`src/rtl/dma_ahb_arbiter_pkg.sv`:
```
// Shared AHB encodings and channel IDs for the
// TX/RX DMA bus arbiter.
package dma_ahb_arbiter_pkg;

  typedef enum logic [1:0] {
    HTRANS_IDLE   = 2'd0,
    HTRANS_BUSY   = 2'd1,
    HTRANS_NONSEQ = 2'd2,
    HTRANS_SEQ    = 2'd3
  } htrans_e;

  typedef enum logic [1:0] {
    HRESP_OKAY  = 2'd0,
    HRESP_ERROR = 2'd1,
    HRESP_RETRY = 2'd2,
    HRESP_SPLIT = 2'd3
  } hresp_e;

  localparam logic [2:0] HSIZE_WORD    = 3'b010;
  localparam logic [2:0] HBURST_SINGLE = 3'b000;

  localparam logic CH_TX = 1'b0;
  localparam logic CH_RX = 1'b1;

  function automatic logic is_active(logic [1:0] t);
    return (t == HTRANS_NONSEQ) || (t == HTRANS_SEQ);
  endfunction

endpackage

```
`src/rtl/dma_ahb_arbiter_rr_arb2.sv`:
```
// Two-way round-robin AHB grant logic with a
// per-owner hold counter to bound burst length.
module ahb_rr_arb2
  import dma_ahb_arbiter_pkg::*;
#(
  parameter int RX_PRIORITY = 1,
  parameter int MAX_HOLD    = 16,
  parameter int HOLD_W      = 8
) (
  input  logic              clk_i,
  input  logic              rst_i,
  input  logic              hready_i,
  input  logic              tx_req_i,
  input  logic              rx_req_i,
  input  logic              owner_i,
  input  logic [1:0]        htrans_i,
  output logic [1:0]        grant_o,
  output logic [HOLD_W-1:0] hold_cnt_o
);

  localparam logic [HOLD_W-1:0] MAX_H =
    HOLD_W'(MAX_HOLD);
  localparam logic RR_RST =
    (RX_PRIORITY != 0) ? CH_TX : CH_RX;

  logic [1:0]        grant_q, grant_d;
  logic              rr_last_q, rr_last_d;
  logic [HOLD_W-1:0] hold_q, hold_d;
  logic              cur_ch;
  logic              win_ch;
  logic              keep;

  always_comb begin
    cur_ch = grant_q[1];
    keep   = (htrans_i == HTRANS_SEQ) &&
             (hold_q < MAX_H);
    win_ch = cur_ch;
    unique case ({tx_req_i, rx_req_i})
      2'b10:   win_ch = CH_TX;
      2'b01:   win_ch = CH_RX;
      2'b11:   win_ch = keep ? owner_i : ~rr_last_q;
      default: win_ch = cur_ch;
    endcase
    grant_d   = win_ch ? 2'b10 : 2'b01;
    rr_last_d = (win_ch != cur_ch) ? win_ch
                                   : rr_last_q;
    // next address owner is the current grant
    hold_d = hold_q;
    if ((cur_ch != owner_i) ||
        (htrans_i == HTRANS_IDLE))
      hold_d = '0;
    else if (hold_q < MAX_H)
      hold_d = hold_q + HOLD_W'(1);
  end

  always_ff @(posedge clk_i) begin
    if (rst_i) begin
      grant_q   <= 2'b01;
      rr_last_q <= RR_RST;
      hold_q    <= '0;
    end else if (hready_i) begin
      grant_q   <= grant_d;
      rr_last_q <= rr_last_d;
      hold_q    <= hold_d;
    end
  end

  assign grant_o    = grant_q;
  assign hold_cnt_o = hold_q;

endmodule

```
`src/rtl/dma_ahb_arbiter.sv`:
```
// Merges the TX and RX DMA AHB master ports onto a
// single system-bus master with phase tracking.
module dma_ahb_arbiter
  import dma_ahb_arbiter_pkg::*;
#(
  parameter int RX_PRIORITY = 1,
  parameter int MAX_HOLD    = 16,
  parameter int HOLD_W      = 8
) (
  input  logic        HCLK,
  input  logic        HRESET,
  input  logic        tx_hbusreq,
  input  logic [1:0]  tx_htrans,
  input  logic [29:0] tx_haddr,
  input  logic        tx_hwrite,
  input  logic [31:0] tx_hwdata,
  output logic        tx_hgrant,
  output logic        tx_hready,
  output logic [1:0]  tx_hresp,
  output logic [31:0] tx_hrdata,
  input  logic        rx_hbusreq,
  input  logic [1:0]  rx_htrans,
  input  logic [29:0] rx_haddr,
  input  logic        rx_hwrite,
  input  logic [31:0] rx_hwdata,
  output logic        rx_hgrant,
  output logic        rx_hready,
  output logic [1:0]  rx_hresp,
  output logic [31:0] rx_hrdata,
  output logic [1:0]  HTRANS,
  output logic [31:0] HADDR,
  output logic        HWRITE,
  output logic [2:0]  HSIZE,
  output logic [2:0]  HBURST,
  output logic [31:0] HWDATA,
  input  logic        HREADY,
  input  logic [1:0]  HRESP,
  input  logic [31:0] HRDATA
);

  logic              hmaster_q;
  logic              dmaster_q;
  logic              dvalid_q;
  logic [1:0]        grant;
  logic [HOLD_W-1:0] hold_cnt;

  ahb_rr_arb2 #(
    .RX_PRIORITY (RX_PRIORITY),
    .MAX_HOLD    (MAX_HOLD),
    .HOLD_W      (HOLD_W)
  ) u_arb (
    .clk_i      (HCLK),
    .rst_i      (HRESET),
    .hready_i   (HREADY),
    .tx_req_i   (tx_hbusreq),
    .rx_req_i   (rx_hbusreq),
    .owner_i    (hmaster_q),
    .htrans_i   (HTRANS),
    .grant_o    (grant),
    .hold_cnt_o (hold_cnt)
  );

  assign tx_hgrant = grant[0];
  assign rx_hgrant = grant[1];

  always_comb begin
    HTRANS = tx_htrans;
    HADDR  = {tx_haddr, 2'b00};
    HWRITE = tx_hwrite;
    HWDATA = tx_hwdata;
    if (hmaster_q == CH_RX) begin
      HTRANS = rx_htrans;
      HADDR  = {rx_haddr, 2'b00};
      HWRITE = rx_hwrite;
    end
    if (dmaster_q == CH_RX)
      HWDATA = rx_hwdata;
  end

  assign HSIZE  = HSIZE_WORD;
  assign HBURST = HBURST_SINGLE;

  assign tx_hready = HREADY;
  assign rx_hready = HREADY;
  assign tx_hrdata = HRDATA;
  assign rx_hrdata = HRDATA;

  assign tx_hresp =
    (dvalid_q && dmaster_q == CH_TX) ? HRESP
                                     : HRESP_OKAY;
  assign rx_hresp =
    (dvalid_q && dmaster_q == CH_RX) ? HRESP
                                     : HRESP_OKAY;

  // wait states freeze both pipeline phases
  always_ff @(posedge HCLK) begin
    if (HRESET) begin
      hmaster_q <= CH_TX;
      dmaster_q <= CH_TX;
      dvalid_q  <= 1'b0;
    end else if (HREADY) begin
      hmaster_q <= grant[1];
      dmaster_q <= hmaster_q;
      dvalid_q  <= is_active(HTRANS);
    end
  end

  logic unused_ok;
  assign unused_ok = ^hold_cnt;

endmodule

```
`config.mk`:
```
export PLATFORM = sky130hd
export DESIGN_NAME = dma_ahb_arbiter
export DESIGN_NICKNAME = d
export VERILOG_FILES = /design/src/rtl/dma_ahb_arbiter_pkg.sv /design/src/rtl/dma_ahb_arbiter_rr_arb2.sv /design/src/rtl/dma_ahb_arbiter.sv
export SDC_FILE = /design/constraint.sdc
export NUM_CORES = 1
export LEC_CHECK = 0
export ABC_AREA = 1
export CORE_AREA = 3 3 122 124
export CTS_CLUSTER_DIAMETER = 120
export CTS_CLUSTER_SIZE = 40
export DETAILED_ROUTE_END_ITERATION = 6
export DIE_AREA = 0 0 125 127
export PLACE_DENSITY = 0.58
export SYNTH_ARGS = -nofsm -noshare
export SYNTH_HDL_FRONTEND = slang
export SYNTH_SLANG_ARGS = --single-unit
```
`constraint.sdc`:
```
create_clock -name HCLK -period 3.3 [get_ports HCLK]
set_clock_uncertainty 0.05 [all_clocks]
set_input_delay 0.495 -clock HCLK [delete_from_list [all_inputs] [get_ports HCLK]]
set_output_delay 0.495 -clock HCLK [all_outputs]
set_load 0.01 [all_outputs]
```
After elaboration in Yosys (flattened, before gate mapping)
Index checks and enable logic that the tools add are counted.

operators by class
  bitwise gates (word level) = 2
  div/mod/pow operators = 0
  multiplexer cells = 11
  magnitude comparators = 1
  reduce and logical (&&, ||, !) cells = 9
  shift-type cells = 0
  $mul = 0
  add/subtract/negate cells = 1
  eq/ne operators = 7

operator list
  kind                   count
  $mux W32               2
  $mux W8                2
  $add A8 B1 Y8 const B  1
  $eq A2 B2 Y1 const B   4
  $lt A8 B5 Y1 const B   1
  $mux W2                4
  $reduce_and A2 Y1      2
  $logic_and A1 B1 Y1    3
  $pmux W1 S3            1
  $eq A2 B1 Y1 const B   1
  $logic_not A2 Y1       1
  $logic_or A1 B1 Y1     2
  $mux W1                2
  $ne A1 B1 Y1           2
  $not A1 Y1             2
  $reduce_bool A2 Y1     1

storage, ports and cells
  memory bits (writable) = 0
  input port bits = 169
  bits in read-only memories = 0
  memories kept = 0
  output and inout port bits = 145
  register bits = 14
  latch bits = 0
  logic and storage cells = 37

Logic depth before layout (Yosys ltp)
Gate-level depths: netlist of run 1.

  word-level depth = 7
  mapped depth = 11
  depth with buffers taken out = 10

Hierarchy
Synthesis of run 1 repeated with hierarchy kept, for this count alone.

second synthesis, totals
  cell total of the unflattened synthesis = 383
  area total of the unflattened synthesis = 2215.9 um^2

modules (own cells, without submodules)
  module           instances  sequential area each (um^2)  cells an instance  area each (um^2)
  dma_ahb_arbiter  1          60.1                         309                1666.6
  ahb_rr_arb2      1          220.2                        74                 549.3

Worst setup path before layout of run 1
No wires, ideal clock.

  path kind = register -> output
  from = reg dmaster_q
  to = out HWDATA[10]
  cell stages (with the launch flop) = 6
  buffers on the path = 2
  setup slack = 1.666 ns
  arrival time = 1.089 ns
  cell sequence = dfxtp_1 > clkbuf_1 > clkinv_1 > clkbuf_1 > nand2_1 > nand2_1

on the way
  word-level cells in the longest chain between the ends = 1

RTL lines
  what                    line                    source
  from (decl)             dma_ahb_arbiter.sv:42   logic dmaster_q;
  from (signal assigned)  dma_ahb_arbiter.sv:103  dmaster_q <= hmaster_q;
  $mux W32                dma_ahb_arbiter.sv:76   if (dmaster_q == CH_RX)
  to (decl)               dma_ahb_arbiter.sv:35   output logic [31:0] HWDATA,

No other way between the ends.

Worst setup path after layout of run 1
  from = reg hmaster_q
  to = out HADDR[29]

on the way
  word-level cells in the longest chain between the ends = 1

RTL lines
  what                    line                    source
  from (decl)             dma_ahb_arbiter.sv:41   logic hmaster_q;
  from (signal assigned)  dma_ahb_arbiter.sv:102  hmaster_q <= grant[1];
  $mux W32                dma_ahb_arbiter.sv:71   if (hmaster_q == CH_RX) begin
  to (decl)               dma_ahb_arbiter.sv:31   output logic [31:0] HADDR,

No other way between the ends.

==> summary.md, run 1 <==
| Metric | Value |
|---|---|
| Status | `completed` |
| Num rows | `43` |
| IO Pins | `314` |
| DRT antenna net count | `0` |
| Area growth syn-to-layout | `90.1%` |
| CP required | `2750 ps` |
| CTS sink count | `14` |
| Drt wl/cell | `12.0 um` |
| Hold path cells | `2` |
| Reg area | `280 sq um` |
| CTS resizes | `0` |
| Avg Cell Area, Syn | `5.40 sq um` |
| Adder-cell area share of the yosys netlist | `0.00613` |
| First-pass GRT wire length | `12700 um` |
| Crit share post-route | `0.740` |
| CTS Hold Bufs | `0` |
| Synth Area in Compound Gates | `0.0478` |
| Sequential fraction of the synthesis area | `0.137` |
| Final setup TNS | `0 ps` |
| Top FF cell, synth | `dfxtp_1` |
| Postcts setup bufs | `0` |
| Vias per cell | `3.71` |
| Min-delay src | `u_arb.hold_cnt_o[5]` |
| EDFF count, synth | `0` |
| Yosys top cell by area | `nand2_1` |
| Synth Area in XOR/XNOR | `0.00858` |
| Die Span Y | `127 um` |
| Congestion Overflow GR | `0` |
| Clock Latency Late Sink | `240 ps` |
| Leak | `0.00177 uW` |
| Yosys reg bits | `14` |
| Fin worst setup slack | `857 ps` |
| Final hold vios | `0` |
| Drt first pass iters | `4` |
| Reported max-cap violation count | `0` |
| Worst Path Max Fanout | `31` |
| Final nets | `681` |
| Post-synthesis cell area | `2040 sq um` |
| CTS tree | `built` |
| Async SR Flop Fraction | `0` |
| Dpl hpwl | `7030 um` |
| CP Cell Sequence | `buf_4 > nand2_1 > nand2_1 > clkdlybuf4s50_1` |
| CP max stage delay | `540 ps` |
| Netlist cell types | `26` |
| Most Frequent Cell on Critical Path | `nand2_1` |
| Delay-heaviest family, CP | `buffers and inverters` |
| Share of cells above drive strength 1 | `0.0275` |
| Vias post-DR | `2562` |
| Clk slew on worst S/H paths | `50 ps` |
| GRT Util Overall | `0.0961` |
| # setup viols final | `0` |
| Hold crit path type | `flip-flop to flip-flop` |
| Drt total wl | `8300 um` |
| Initial antenna violation count | `0` |
| Core area | `13900 sq um` |
| Area occupied by multi-input gates | `1090 sq um` |
| Cts bufs inserted | `3` |
| DP Area | `3790 sq um` |
| RSZ-0062 raised after global routing | `false` |
| Root buf cell | `clkbuf_16` |
| Hold EP | `u_arb.hold_cnt_o[5]` |
| Fill cell count | `1565` |
| Die Footprint | `15900 sq um` |
| H-tree depth | `1` |
| Peak Freq | `0.409 GHz` |
| Reg2Reg Setup Slack | `1620 ps` |
| Top cells by area, synth | `nand2_1 (38%), buf_4 (27%), dfxtp_1 (14%), inv_1 (2.8%), clkbuf_1 (2.6%)` |
| Simple-gate share of the synthesized area | `0.458` |
| RR Endpoint | `u_arb.hold_cnt_o[0]` |
| Top cell type's share of synthesized area | `0.382` |
| Endpoint class of the critical path | `primary output` |
| Main combinational cell family by area after synthesis | `simple AND/OR/NAND/NOR gates` |
| CP arrival | `1900 ps` |
| Synth Instances | `378` |
| Die X | `125 um` |
| RR Startpoint | `hmaster_q` |
| Critical path launch point type | `flip-flop` |
| Synth warn | `0` |
| Critical Path Slowest Stage Cell | `clkdlybuf4s50_1` |
| Place WS | `860 ps` |
| Starting DRT DRC Count | `69` |
| Final Max Slew Viols | `0` |
| Port Buf Inserts | `209` |
| VDD IR max | `172 uV` |
| Worst path bufs/invs | `2` |
| Final worst path period need | `2440 ps` |
| Final instance area | `3880 sq um` |
| Final GP Congestion | `0.750` |
| Ant. Diodes | `0` |
| Critical path class | `flip-flop to primary output` |
| Drt drc | `0` |
| Starting Density | `0.147` |
| Max Root-Sink Buffers | `2` |
| Mux share of post-synthesis cell area | `0` |
| Power per cell area | `245 nW/um^2` |
| Reg2Reg Depth | `9` |
| Pin count of the biggest net entering global routing | `36` |
| Vias in the first global route | `2459` |
[kinds of logic (layout without fill, tap and decap cells)]
family / Yosys count / after routing
other cells: 2 / 8
flops: 14 / 14
simple gates: 237 / 237
buf+inv: 107 / 233
compound gates: 15 / 15
xor+xnor: 2 / 2
fa+ha+maj: 1 / 1
[sequential cells by signal, indices dropped and copies added (netlist names)]
signal and count:
dmaster_q 1, u_arb.grant_o 2, hmaster_q 1, dvalid_q 1
u_arb.hold_cnt_o 8, u_arb.rr_last_q 1
[worst max-delay path by stage]
stage / from / endpoint / slack (ps) / cells after the start
6_report: hmaster_q / HADDR[29] / 860 / 4
5_1_grt: hmaster_q / HADDR[7] / 690 / 4
4_1_cts: hmaster_q / HADDR[7] / 820 / 4
3_3_place_gp: tx_htrans[1] / HTRANS[1] / 860 / 4
2_1_floorplan: dmaster_q / HWDATA[10] / 1670 / 5
3_5_place_dp: tx_htrans[1] / HTRANS[1] / 860 / 4
[final cells by class]
class	instances	share of cell area
clock buffers	4	0.0229
inverters	17	0.0171
well taps	180	0.0580
flip-flops and latches	14	0.0722
repair buffers	212	0.548
multi-input cells	263	0.282
[layout by cell type, fill, tap and decap left out]
master,instances
ha_1,1
nand3_1,6
buf_12,1
o21ai_2,1
o21ai_0,3
inv_1,15
xor2_1,1
clkbuf_8,1
xnor2_1,1
a21boi_1,1
buf_4,2
conb_1,8
nor2_1,10
nand2_2,1
nand2_4,3
inv_4,1
o21ai_4,1
clkinv_1,1
o21bai_1,1
nand4_1,2
nor3_1,7
a21oi_1,7
a211oi_1,1
nand2_1,208
clkdlybuf4s50_1,209
dfxtp_1,14
clkbuf_16,3
[power breakdown]
group          total, uW  internal (uW)  switching [uW]  leakage [uW]
registers            187            178            8.57      0.000115
clock network        248            183            65.1     0.0000442
logic                518            316             201       0.00161
total                953            678             275       0.00177
[per-stage QoR]
stage	instances	power [uW]	util	hold slack (ps)
after floorplan	384	456	-	374
after global placement	686	715	0.273	384
after detailed placement	686	714	0.273	389
after CTS	690	968	0.280	396
after global routing	690	1020	0.280	410
final	690	953	0.280	391
[worst reg2reg max path, stage by stage, from the launching register on]
cell and delay [ps]:
dfxtp_1 520, inv_4 230, nand2_4 120, nand2_4 60, o21ai_4 190, nand2_2 90
nand2_4 130, inv_1 70, nand2_1 50, a21oi_1 50
[per-layer routing]
layer	routed length (um)	track usage
met5	0	0
met4	87	0.0147
met3	1160	0.0502
met2	4150	0.175
met1	2900	0.101
[cell usage after synthesis, drive strengths merged (2+ instances only)]
cell and count:
conb 2, a21oi 7, clkbuf 14, inv 16, buf 76, dfxtp 14
o21ai 5, nor2 10, nand2 212, nand4 2, nor3 7, nand3 6
(Power assumes the default switching activity.)
==> inputs of run 2 (changes only) <==
--- a/config.mk
+++ b/config.mk
@@ -6,12 +6,12 @@
 export NUM_CORES = 1
 export LEC_CHECK = 0
 export ABC_AREA = 1
-export CORE_AREA = 3 3 122 124
+export CORE_AREA = 3 3 120 122
 export CTS_CLUSTER_DIAMETER = 120
 export CTS_CLUSTER_SIZE = 40
 export DETAILED_ROUTE_END_ITERATION = 6
-export DIE_AREA = 0 0 125 127
-export PLACE_DENSITY = 0.58
+export DIE_AREA = 0 0 123 125
+export PLACE_DENSITY = 0.59
 export SYNTH_ARGS = -nofsm -noshare
 export SYNTH_HDL_FRONTEND = slang
 export SYNTH_SLANG_ARGS = --single-unit
==> constraint.sdc (replaced) <==
create_clock -name HCLK -period 2.5 [get_ports HCLK]
set_clock_uncertainty 0.05 [all_clocks]
set_input_delay 0.375 -clock HCLK [delete_from_list [all_inputs] [get_ports HCLK]]
set_output_delay 0.375 -clock HCLK [all_outputs]
set_load 0.01 [all_outputs]
==> run 2 against run 1 <==
Final cell count decreased by 0.29%. Die area is 3.1% lower. Non-clock buffer count up 2. Critical endpoint is now HWDATA[19]. Largest cell class unchanged. Highest routed layer is now met5.
==> summary.md, run 2 (synthesis gave the netlist of run 1 again) <==
| Metric | Value |
|---|---|
| Core area | `13300 sq um (was 13900 sq um)` |
| CP arrival | `1800 ps (was 1900 ps)` |
| Reported max-cap violation count | `0 (unchanged)` |
| Fill cell count | `1468 (was 1565)` |
| Leak | `0.00178 uW (was 0.00177 uW)` |
| Critical path class | `flip-flop to primary output (unchanged)` |
| Hold EP | `u_arb.hold_cnt_o[6] (was u_arb.hold_cnt_o[5])` |
| Hold path cells | `2 (unchanged)` |
| Fin worst setup slack | `271 ps (was 857 ps)` |
| Starting Density | `0.154 (was 0.147)` |
| Power per cell area | `328 nW/um^2 (was 245 nW/um^2)` |
| Share of cells above drive strength 1 | `0.0313 (was 0.0275)` |
| Die Footprint | `15400 sq um (was 15900 sq um)` |
| RR Endpoint | `u_arb.rr_last_q (was u_arb.hold_cnt_o[0])` |
| Drt wl/cell | `11.8 um (was 12.0 um)` |
| Cts bufs inserted | `3 (unchanged)` |
| Max FFs per register | `8 (unchanged)` |
| Pint | `898 uW (was 678 uW)` |
| Drt first pass iters | `4 (unchanged)` |
| Critical path launch point type | `flip-flop (unchanged)` |
| CTS resizes | `0 (unchanged)` |
| Endpoint class of the critical path | `primary output (unchanged)` |
| Area occupied by multi-input gates | `1090 sq um (unchanged)` |
| GRT Util Overall | `0.0956 (was 0.0961)` |
| Area growth syn-to-layout | `90.6% (was 90.1%)` |
| Crit share post-route | `0.892` |
| Status | `completed (unchanged)` |
| Most frequent cells in the layout | `clkdlybuf4s50_1 (209), nand2_1 (208), inv_1 (15) (unchanged)` |
| Switching Share | `0.296 (was 0.289)` |
| Peak Freq | `0.449 GHz` |
| Final Max Slew Viols | `0 (unchanged)` |
| Clk slew on worst S/H paths | `50 ps (about the same)` |
| Port Buf Inserts | `209 (unchanged)` |
| Hold crit path type | `flip-flop to flip-flop (unchanged)` |
| Pin count of the biggest net entering global routing | `36 (unchanged)` |
| RSZ-0062 raised after global routing | `false (unchanged)` |
| Share of power burned in registers | `0.192 (was 0.196)` |
| RR Startpoint | `hmaster_q (unchanged)` |
| Drt total wl | `8130 um (was 8300 um)` |
| Vias post-DR | `2594 (was 2562)` |
| Gate power share | `0.540 (was 0.543)` |
| Vias per cell | `3.77 (was 3.71)` |
| Drt drc | `0 (unchanged)` |
| Vias in the first global route | `2462 (was 2459)` |
| Starting DRT DRC Count | `64 (was 69)` |
| Clock Latency Late Sink | `250 ps (was 240 ps)` |
| Reg area | `280 sq um (unchanged)` |
| First-pass GRT wire length | `11900 um (was 12700 um)` |
| Initial antenna violation count | `1 (was 0)` |
| Place WS | `324 ps (was 860 ps)` |
| Final worst path period need | `2230 ps` |
| Min-delay src | `u_arb.hold_cnt_o[6] (was u_arb.hold_cnt_o[5])` |
| Reg2Reg Depth | `10 (was 9)` |
| H-tree depth | `1 (unchanged)` |
| DRT antenna net count | `0 (unchanged)` |
| Ant. Diodes | `0 (unchanged)` |
| Die X | `123 um (was 125 um)` |
| Congestion Overflow GR | `0 (unchanged)` |
| Clock network power share | `0.268 (was 0.261)` |
| Dpl hpwl | `7030 um (about the same)` |
| Num rows | `42 (was 43)` |
| # setup viols final | `0 (unchanged)` |
| CP required | `2080 ps (was 2750 ps)` |
| Final nets | `683 (was 681)` |
| CTS Hold Bufs | `0 (unchanged)` |
| Psw | `378 uW (was 275 uW)` |
| Final hold vios | `0 (unchanged)` |
| Final GP Congestion | `0.730 (was 0.750)` |
| CTS tree | `built (unchanged)` |
| Max Root-Sink Buffers | `2 (unchanged)` |
| Worst Path Max Fanout | `25 (was 31)` |
| Root buf cell | `clkbuf_16 (unchanged)` |
| VDD IR max | `186 uV (was 172 uV)` |
| IO Pins | `314 (unchanged)` |
| Final setup TNS | `0 ps (unchanged)` |
| Die Span Y | `125 um (was 127 um)` |
| CTS sink count | `14 (unchanged)` |
| Postcts setup bufs | `0 (unchanged)` |
| Most common cell after layout, fill and taps aside | `clkdlybuf4s50_1 (unchanged)` |
| Reg2Reg Setup Slack | `990 ps (was 1620 ps)` |
## run 2: changes by cell type in the layout (fill, tap and decap cells not counted)
cell   change
buf_4      +2
## run 2: cell type report
type                    count  share of cell area
repair buffers            214               0.550
inverters                  17              0.0170
clock buffers               4              0.0228
multi-input cells         263               0.281
flip-flops and latches     14              0.0720
well taps                 176              0.0566
## run 2: worst max path at each step
stage                         start           to  slack [ps]  cells after the start
final                     dmaster_q   HWDATA[19]         270                      5
after global routing      dmaster_q   HWDATA[12]         160                      5
after CTS                 dmaster_q   HWDATA[19]         220                      5
after detailed placement   HRESP[1]  tx_hresp[1]         320                      4
after global placement     HRESP[1]  tx_hresp[1]         340                      4
after floorplan           dmaster_q   HWDATA[10]         990                      5
## run 2: worst max-delay path: stages (launching register included)
cell and delay (ps):
dfxtp_1 340, clkinv_1 300, buf_12 280, nand2_1 60, nand2_1 70, clkdlybuf4s50_1 490
## run 2: power groups by stage
stage | Clock (uW) | Sequential (uW) | Combinational [uW]
floorplan | 0 | 247 | 355
global placement | 0 | 249 | 688
detailed placement | 0 | 250 | 696
CTS | 354 | 245 | 700
global route | 360 | 246 | 751
finish | 342 | 245 | 689
## run 2: through the flow
step | hold slack, ps | total power, uW | area (sq um) | std cells | utilization
after floorplan | 374 | 602 | 2060 | 384 | -
after global placement | 382 | 937 | 3800 | 684 | 0.286
after detailed placement | 387 | 945 | 3800 | 684 | 0.286
after CTS | 395 | 1300 | 3890 | 688 | 0.293
after global routing | 422 | 1360 | 3890 | 688 | 0.293
final | 392 | 1280 | 3890 | 688 | 0.293
## run 2: metal layers
metal	routed length (um)	vias to the layer above	share of wire	track usage
met5	13	-	0.0016	0
met4	134	2	0.016	0.0306
met3	1310	14	0.16	0.0510
met2	4000	192	0.49	0.179
met1	2670	1064	0.33	0.0866
li1	-	1322	-	-
==> inputs of run 3 (changes only) <==
--- a/config.mk
+++ b/config.mk
@@ -6,12 +6,12 @@
 export NUM_CORES = 1
 export LEC_CHECK = 0
 export ABC_AREA = 1
-export CORE_AREA = 3 3 120 122
+export CORE_AREA = 2 2 123 125
 export CTS_CLUSTER_DIAMETER = 120
 export CTS_CLUSTER_SIZE = 40
 export DETAILED_ROUTE_END_ITERATION = 6
-export DIE_AREA = 0 0 123 125
-export PLACE_DENSITY = 0.59
+export DIE_AREA = 0 0 125 127
+export PLACE_DENSITY = 0.56
 export SYNTH_ARGS = -nofsm -noshare
 export SYNTH_HDL_FRONTEND = slang
 export SYNTH_SLANG_ARGS = --single-unit
==> constraint.sdc (replaced) <==
create_clock -name HCLK -period 2.4 [get_ports HCLK]
set_clock_uncertainty 0.05 [all_clocks]
set_input_delay 0.36 -clock HCLK [delete_from_list [all_inputs] [get_ports HCLK]]
set_output_delay 0.36 -clock HCLK [all_outputs]
set_load 0.01 [all_outputs]
==> run 3 against run 2 <==
Design area about the same. Worst setup slack improved by 31 ps. Non-clock buffer count increased by 1. Via count decreased by 2.2%. Worst hold slack got worse by 3.8 ps. Global-route usage decreased by 0.35 points. Combinational power increased by 4.1%. Sequential share of layout area about the same. Critical path type unchanged. Sequential cell count unchanged. First-iteration DRC count decreased by 39%. Register-to-register slack got worse by 230 ps.
==> summary.md, run 3 (synthesis gave the netlist of run 1 again) <==
| Metric | Value |
|---|---|
| Most common cell after layout, fill and taps aside | `clkdlybuf4s50_1 (unchanged)` |
| Share of cells above drive strength 1 | `0.0313 (unchanged)` |
| Num rows | `44 (was 42)` |
| Hold path cells | `2 (unchanged)` |
| Hold EP | `u_arb.hold_cnt_o[5] (was u_arb.hold_cnt_o[6])` |
| CP Cell Sequence | `buf_4 > nand2_1 > nand2_4 > clkdlybuf4s50_1 (was clkinv_1 > buf_12 > nand2_1 > nand2_1 > clkdlybuf4s50_1)` |
| Worst Path Max Fanout | `16 (was 25)` |
| Final setup TNS | `0 ps (unchanged)` |
| CP required | `1990 ps (was 2080 ps)` |
| Congestion Overflow GR | `0 (unchanged)` |
| Dpl hpwl | `6400 um (was 7030 um)` |
| CP max stage delay | `540 ps (was 490 ps)` |
| Drt wl/cell | `11.0 um (was 11.8 um)` |
| Min-delay src | `u_arb.hold_cnt_o[5] (was u_arb.hold_cnt_o[6])` |
| H-tree depth | `1 (unchanged)` |
| Clock Latency Late Sink | `240 ps (was 250 ps)` |
| # setup viols final | `0 (unchanged)` |
| Clk slew on worst S/H paths | `40 ps (was 50 ps)` |
| Reg2Reg Depth | `9 (was 10)` |
| Die X | `125 um (was 123 um)` |
| RR Startpoint | `hmaster_q (unchanged)` |
| Critical path class | `flip-flop to primary output (unchanged)` |
| Pin count of the biggest net entering global routing | `36 (unchanged)` |
| Peak Freq | `0.476 GHz` |
| RR Endpoint | `u_arb.hold_cnt_o[0] (was u_arb.rr_last_q)` |
| Final hold vios | `0 (unchanged)` |
| Crit share post-route | `0.874` |
| WP depth | `4 (was 5)` |
| RSZ-0062 raised after global routing | `false (unchanged)` |
| Status | `completed (unchanged)` |
| Root buf cell | `clkbuf_16 (unchanged)` |
| Final Max Slew Viols | `0 (unchanged)` |
| Drt total wl | `7630 um (was 8130 um)` |
| WHS | `388 ps (was 392 ps)` |
| Port Buf Inserts | `209 (unchanged)` |
| Critical path launch point type | `flip-flop (unchanged)` |
| Final instance area | `3890 sq um (about the same)` |
| Reg2Reg Setup Slack | `760 ps (was 990 ps)` |
| Area growth syn-to-layout | `90.7% (was 90.6%)` |
| Drt first pass iters | `4 (unchanged)` |
| Vias per cell | `3.64 (was 3.77)` |
| Final nets | `684 (was 683)` |
| Post-Route Utilization | `0.270 (was 0.293)` |
| Reported max-cap violation count | `0 (unchanged)` |
| Power per cell area | `326 nW/um^2 (was 328 nW/um^2)` |
| IO Pins | `314 (unchanged)` |
| Critical Path Slowest Stage Cell | `clkdlybuf4s50_1 (unchanged)` |
| DRT antenna net count | `0 (unchanged)` |
| Starting DRT DRC Count | `39 (was 64)` |
| Max FFs per register | `8 (unchanged)` |
| Vias in the first global route | `2588 (was 2462)` |
| CTS Hold Bufs | `0 (unchanged)` |
| Starting Density | `0.142 (was 0.154)` |
| Ant. Diodes | `0 (unchanged)` |
| GRT Util Overall | `0.0920 (was 0.0956)` |
| First-pass GRT wire length | `12200 um (was 11900 um)` |
| CTS sink count | `14 (unchanged)` |
| Hold crit path type | `flip-flop to flip-flop (unchanged)` |
| Worst path bufs/invs | `2 (was 3)` |
| Vias post-DR | `2536 (was 2594)` |
| Drt drc | `0 (unchanged)` |
| Most frequent cells in the layout | `clkdlybuf4s50_1 (209), nand2_1 (208), inv_1 (15) (unchanged)` |
| VDD IR max | `251 uV (was 186 uV)` |
| Initial antenna violation count | `0 (was 1)` |
| Final worst path period need | `2100 ps` |
| Die Footprint | `15900 sq um (was 15400 sq um)` |
| Endpoint class of the critical path | `primary output (unchanged)` |
| Fill cell count | `1625 (was 1468)` |
| CTS tree | `built (unchanged)` |
| CP arrival | `1690 ps (was 1800 ps)` |
| Delay-heaviest family, CP | `buffers and inverters (unchanged)` |
| Die Span Y | `127 um (was 125 um)` |
| DP Area | `3820 sq um (was 3800 sq um)` |
| CTS resizes | `0 (unchanged)` |
| Final GP Congestion | `0.681 (was 0.730)` |
| Postcts setup bufs | `0 (unchanged)` |
| Leak | `0.00178 uW (about the same)` |
| Max Root-Sink Buffers | `2 (unchanged)` |
| Cts bufs inserted | `3 (unchanged)` |
| Core area | `14400 sq um (was 13300 sq um)` |
run 3: cell types whose count changed in the layout (fill, tap and decap cells not counted):
cell and change:
buf_4 +1, clkbuf_8 -1
run 3: tightest hold or removal path: stages, from the launching register on:
cell	delay, ps
dfxtp_1	290
inv_1	60
nor3_1	50
run 3: worst max path at each step:
stage	start	to
2_1_floorplan	dmaster_q	HWDATA[10]
3_3_place_gp	tx_haddr[8]	HADDR[10]
3_5_place_dp	tx_htrans[0]	HTRANS[0]
4_1_cts	hmaster_q	HADDR[10]
5_1_grt	dmaster_q	HWDATA[14]
6_report	hmaster_q	HTRANS[0]
run 3: cell type report:
class,count,area (sq um),area share
Sequential cell,14,280,0.0720
Timing Repair Buffer,215,2150,0.552
Multi-Input combinational cell,263,1090,0.281
Tap cell,184,230,0.0591
Clock buffer,3,75.1,0.0193
Inverter,17,66.3,0.0170
run 3: routing by layer:
metal | up-vias | part of all wire | track usage
met2 | 172 | 0.47 | 0.162
met5 | - | 0 | 0
met3 | 23 | 0.12 | 0.0373
li1 | 1326 | - | -
met4 | 0 | 0.033 | 0.0379
met1 | 1015 | 0.37 | 0.0982
run 3: where the power goes:
group | internal, uW | switching [uW]
Sequential | 245 | 9.75
Clock | 217 | 82.5
Combinational | 440 | 277
Total | 902 | 369
run 3: per-stage QoR:
stage	power [uW]	std cells	setup slack (ps)
3_5_place_dp	984	693	424
2_1_floorplan	627	384	901
4_1_cts	1300	696	261
3_3_place_gp	987	693	423
6_report	1270	696	301
5_1_grt	1370	696	191
